===== src/rtl/control_motor_persiana.sv =====
// control_motor_persiana: blind motor controller FSM with dead-time pause, limit sensing and optional run timeout (PERSIANA_TIMEOUT_EN)
module control_motor_persiana #(
  parameter int unsigned T_MAX  = 40,
  parameter int unsigned DEAD_T = 2
) (
  input  logic       Reloj,
  input  logic       reset,
  input  logic       subir,
  input  logic       bajar,
  input  logic       Ssup,
  input  logic       Sinf,
  input  logic       fallo_clr,
  output logic       mot_arriba,
  output logic       mot_abajo,
  output logic       fallo,
  output logic [2:0] estado
);
  typedef enum logic [2:0] {
    REPOSO   = 3'd0,
    SUBIENDO = 3'd1,
    BAJANDO  = 3'd2,
    PAUSA    = 3'd3,
    FALLO    = 3'd4
  } state_t;
  state_t state_q, state_d;
  logic [7:0] pausa_q, pausa_d;
  logic timeout;
  logic contra, stop_up, stop_dn, pausa_fin;
  assign contra    = Ssup & Sinf;
  assign stop_up   = Ssup | ~subir | bajar;
  assign stop_dn   = Sinf | ~bajar | subir;
  assign pausa_fin = pausa_q == 8'(DEAD_T - 1);
`ifdef PERSIANA_TIMEOUT_EN
  logic [7:0] run_q, run_d;
  logic moving_q, moving_d;
  assign moving_q = state_q == SUBIENDO || state_q == BAJANDO;
  assign moving_d = state_d == SUBIENDO || state_d == BAJANDO;
  assign timeout  = run_q == 8'(T_MAX - 1);
  // run counter: zero outside a movement, saturating count while the motor is driven
  always_comb begin
    run_d = (moving_q && moving_d) ? ((run_q == 8'hFF) ? run_q : run_q + 8'd1) : 8'd0;
  end
  // run counter register
  always_ff @(posedge Reloj or posedge reset) begin
    if (reset) run_q <= 8'd0;
    else       run_q <= run_d;
  end
`else
  assign timeout = 1'b0;
`endif
  // next state: contradiction beats stop, stop beats timeout
  always_comb begin
    state_d = state_q;
    case (state_q)
      REPOSO:   state_d = contra                   ? FALLO    :
                          (subir & ~bajar & ~Ssup) ? SUBIENDO :
                          (bajar & ~subir & ~Sinf) ? BAJANDO  : REPOSO;
      SUBIENDO: state_d = contra ? FALLO : stop_up ? PAUSA : timeout ? FALLO : SUBIENDO;
      BAJANDO:  state_d = contra ? FALLO : stop_dn ? PAUSA : timeout ? FALLO : BAJANDO;
      PAUSA:    state_d = pausa_fin ? REPOSO : PAUSA;
      FALLO:    state_d = (fallo_clr & ~subir & ~bajar) ? REPOSO : FALLO;
      default:  state_d = REPOSO;
    endcase
  end
  // dead-time counter: zero on entry to PAUSA, saturating count while in it
  always_comb begin
    pausa_d = (state_q == PAUSA && state_d == PAUSA) ? ((pausa_q == 8'hFF) ? pausa_q : pausa_q + 8'd1) : 8'd0;
  end
  // state and dead-time registers
  always_ff @(posedge Reloj or posedge reset) begin
    if (reset) begin
      state_q <= REPOSO;
      pausa_q <= 8'd0;
    end else begin
      state_q <= state_d;
      pausa_q <= pausa_d;
    end
  end
  assign mot_arriba = state_q == SUBIENDO;
  assign mot_abajo  = state_q == BAJANDO;
  assign fallo      = state_q == FALLO;
  assign estado     = state_q;
endmodule


===== config.mk =====
export PLATFORM = sky130hd
export DESIGN_NAME = control_motor_persiana
export DESIGN_NICKNAME = d
export VERILOG_FILES = /design/src/rtl/control_motor_persiana.sv
export SDC_FILE = /design/constraint.sdc
export NUM_CORES = 1
export LEC_CHECK = 0
export CORE_ASPECT_RATIO = 1.25
export CORE_UTILIZATION = 28
export DETAILED_ROUTE_END_ITERATION = 7
export PLACE_DENSITY = 0.45
export SETUP_SLACK_MARGIN = 0.5
export SLEW_MARGIN = 10
export SYNTH_ARGS = -nofsm -noshare
export SYNTH_HDL_FRONTEND = slang
export SYNTH_SLANG_ARGS = --single-unit

===== constraint.sdc =====
create_clock -name Reloj -period 2.1 [get_ports Reloj]
set_input_delay 0.315 -clock Reloj [delete_from_list [all_inputs] [get_ports Reloj]]
set_output_delay 0.315 -clock Reloj [all_outputs]
set_load 0.1 [all_outputs]

==> metrics.md <==
| Metric | Value |
|---|---|
| Outcome | `finished, final reports clean` |
| CP endpoint kind | `register` |
| Die area | `roughly 0.0028 mm2` |
| CTS tree | `done` |
| Dpl hpwl | `1230 um` |
| Mux share of post-synthesis cell area | `0%` |
| Leading cell type in the layout, fill and taps excluded | `buf_4` |
| Clock sinks | `11` |
| Die Ht | `between 50 and 60 um` |
| RSZ-0062 raised after global routing | `yes` |
| Reg area | `~290 um2` |
| Clock buffer depth | `2` |
| Slew headroom | `between 70% and 80%` |
| Worst EP arrival | `~1800 ps` |
| Worst setup SP type | `register` |
| PortBufs | `12` |
| Crit-path slowest cell | `or4b_4` |
| Total Nets Final | `106` |
| Worst path buffer plus inverter count | `1` |
| Syn_area_per_cell | `between 9 and 10 um2` |
| TritonRoute pass-1 iters | `6` |
| Critical path's top delay family | `simple AND/OR/NAND/NOR gates` |
| Final period util | `approximately 79%` |
| Post-synthesis cell type count | `35` |
| GR Layer Usage met3 | `2.15%` |
| Fin Hold WS | `between 300 and 400 ps` |
| Largest net degree at the start of global routing | `12` |
| First-pass GRT wire length | `between 3000 and 4000 um` |
| Placed Area | `roughly 940 um2` |
| Cell taking the most area after synthesis | `dfrtp_1` |
| Grt total ovfl | `0` |
| Gpl congestion | `roughly 0.82` |
| Number of placed cells counting well taps | `~120` |
| Fmax | `between 0.6 and 0.7 GHz` |
| Class of the worst hold path | `input port to async pin` |
| Slew Viols, Final | `0` |
| Crit path max fanout | `7` |
| Maxcap violations | `0` |
| Initial antenna violation count | `0` |
| Design Area, Final | `just over 0.001 mm2` |
| Vias | `707` |
| Instance count on the critical path | `4` |
| CTS Buf Count | `3` |
| GRT Total Usage | `between 10% and 20%` |
| Core Region | `between 0.002 and 0.0025 mm2` |
| Vias in the first global route | `727` |
| Xor/xnor share of the synthesized area | `0%` |
| Inserted Diodes | `0` |
| Clock Skew | `between 2 and 2.5 ps` |
| Die W | `around 47 um` |
| Largest family of logic cells by synthesized area | `simple AND/OR/NAND/NOR gates` |
| Post-Synth Simple-Gate Area | `between 20% and 30%` |
| H-tree depth | `1` |
| Fin crit period | `between 1500 and 2000 ps` |
| Util after Layout | `between 40 and 50%` |
| Mapped cell area | `723 um2` |
| Yosys Warn Count | `0` |
| CP cell instances | `or4b_4 -> o41ai_4 -> buf_4 -> o21ai_2` |
| Setup_tns | `0 ps` |
| Critical path required time | `about 2300 ps` |
| Final setup violation count | `0` |
| Final wirelength | `about 1800 um` |
| Final Hold Fails | `0` |
| Pwr dens | `between 1000 and 1500 mW/mm2` |
| Mapped Nets | `83` |
| Fin cells | `roughly 130` |
| # fillers | `248` |
| LEAKAGE | `0.411 nW` |
| DR WL/cell | `between 10 and 15 um` |
| Yosys top cell area share | `38.1%` |
| Register area share after synthesis | `a little under two fifths` |
| CP startpoint | `pausa_q[5]` |
| Yosys reg bits | `11` |
| CTS root buf | `clkbuf_4` |
| Core Rows | `20` |
| Remaining DRCs | `0` |
| Skew-Pair Late Insertion Delay | `about 270 ps` |
| Met2 Resource Use GR | `roughly a quarter` |
| Worst r2r path cells | `4` |
| GR Util met1 | `17.0%` |
| Vias per cell | `approximately 5.5` |
| Synth top area cells | `dfrtp_1 38%, nor3b_1 6.2%, o41ai_4 3.8%` |
| Worst-case vdd ir drop | `around 0.001 V` |
| Most frequent cells in the layout | `14 x buf_4, 8 x dfrtp_1, 6 x clkdlybuf4s50_1` |
| Synthesis-to-finish area growth | `43.6%` |
| 1st-iter DRT viols | `17` |
| Initial Utilization | `29.8%` |
| Synth Area in Compound Gates | `25.1%` |
| Share of cells above drive strength 1 | `35.4%` |
| CP Class | `register to register` |
| Worst slew pin tran | `446 ps` |
| GR peak layer | `met2` |
| Post-synthesis adder-cell area fraction | `about 3.5%` |
| FF-to-FF Start | `pausa_q[5]` |
| Antenna viol nets, final | `0` |
| IO Pins | `13` |
| CP peak stage delay | `~570 ps` |
| Area occupied by multi-input gates | `roughly 450 um2` |
| Synthesized instance count | `74` |
| Clock-pin slew on the worst setup and hold paths | `about 80 ps` |
final timing paths:
kind | end | slack [ps]
min in group Reloj | pausa_q[1] | 600
max | estado[0] | 450
min reg2reg | pausa_q[1] | 600
max reg2reg | estado[0] | 450
max in group asynchronous | estado[0] | 1410
min | pausa_q[1] | 340
logic make-up (layout without fill, tap and decap cells):
group | Yosys count | count (layout)
compound gates | 22 | 22
flops | 11 | 11
fa+ha+maj | 2 | 2
buf+inv | 8 | 30
simple gates | 31 | 31
repair_timing:
item | CTS | global route
endpoints found under the setup margin | 13 | 13
gates resized for setup | 0 | 2
gates cloned | 0 | 0
pin swaps | 1 | 1
setup buffers | 7 | 2
hold buffers | 0 | 0
through the flow:
| stage | power, W | setup slack, ps |
|---|---|---|
| after floorplan | 0.000908 | 96.0 |
| after global placement | 0.00105 | 307 |
| after detailed placement | 0.00106 | 283 |
| after CTS | 0.00126 | 366 |
| after global routing | 0.00133 | 395 |
| final | 0.00128 | 451 |
sequential cells by signal, indices dropped and copies added, names as in the netlist:
name     count
estado       3
pausa_q      8
layout make-up:
type / count / area share, %
tap: 33 / 3.98
multi-input combinational: 55 / 43.1
sequential: 11 / 27.6
timing repair buffer: 23 / 21.7
inverter: 3 / 1.08
clock buffer: 4 / 2.53
synthesized netlist by cell type:
master and n:
ha_1 2, and3_2 1, a21boi_0 1, o21ai_0 1, nor3b_1 6, a311oi_1 2, o21ai_2 2, nor4_1 1
and4_2 2, o31ai_1 2, o41ai_4 1, nor2b_1 1, o21a_1 1, a221oi_1 1, buf_6 1, nor3_1 5
buf_2 1, inv_1 3, dfrtp_1 11, nand4_1 1, a211oi_1 3, and2_0 1, clkbuf_1 3, a41oi_1 1
o32ai_1 1, a31oi_1 1, nand2b_1 1, and3b_1 2, and3_1 2, or4b_4 1, nand3_1 3, a21oi_1 4
o22a_1 1, nor2_1 2, nand2_1 2
per-layer routing:
metal | routed length (um) | vias to the layer above
met5 | 0 | -
met4 | 53 | 0
met3 | 68 | 8
met2 | 977 | 30
met1 | 678 | 338
li1 | - | 331
where the power goes:
part | internal, W | switching [W]
registers | 0.000255 | 0.0000681
clock network | 0.0000736 | 0.0000773
logic | 0.000299 | 0.000505
Power figures use the tool's default switching activity.
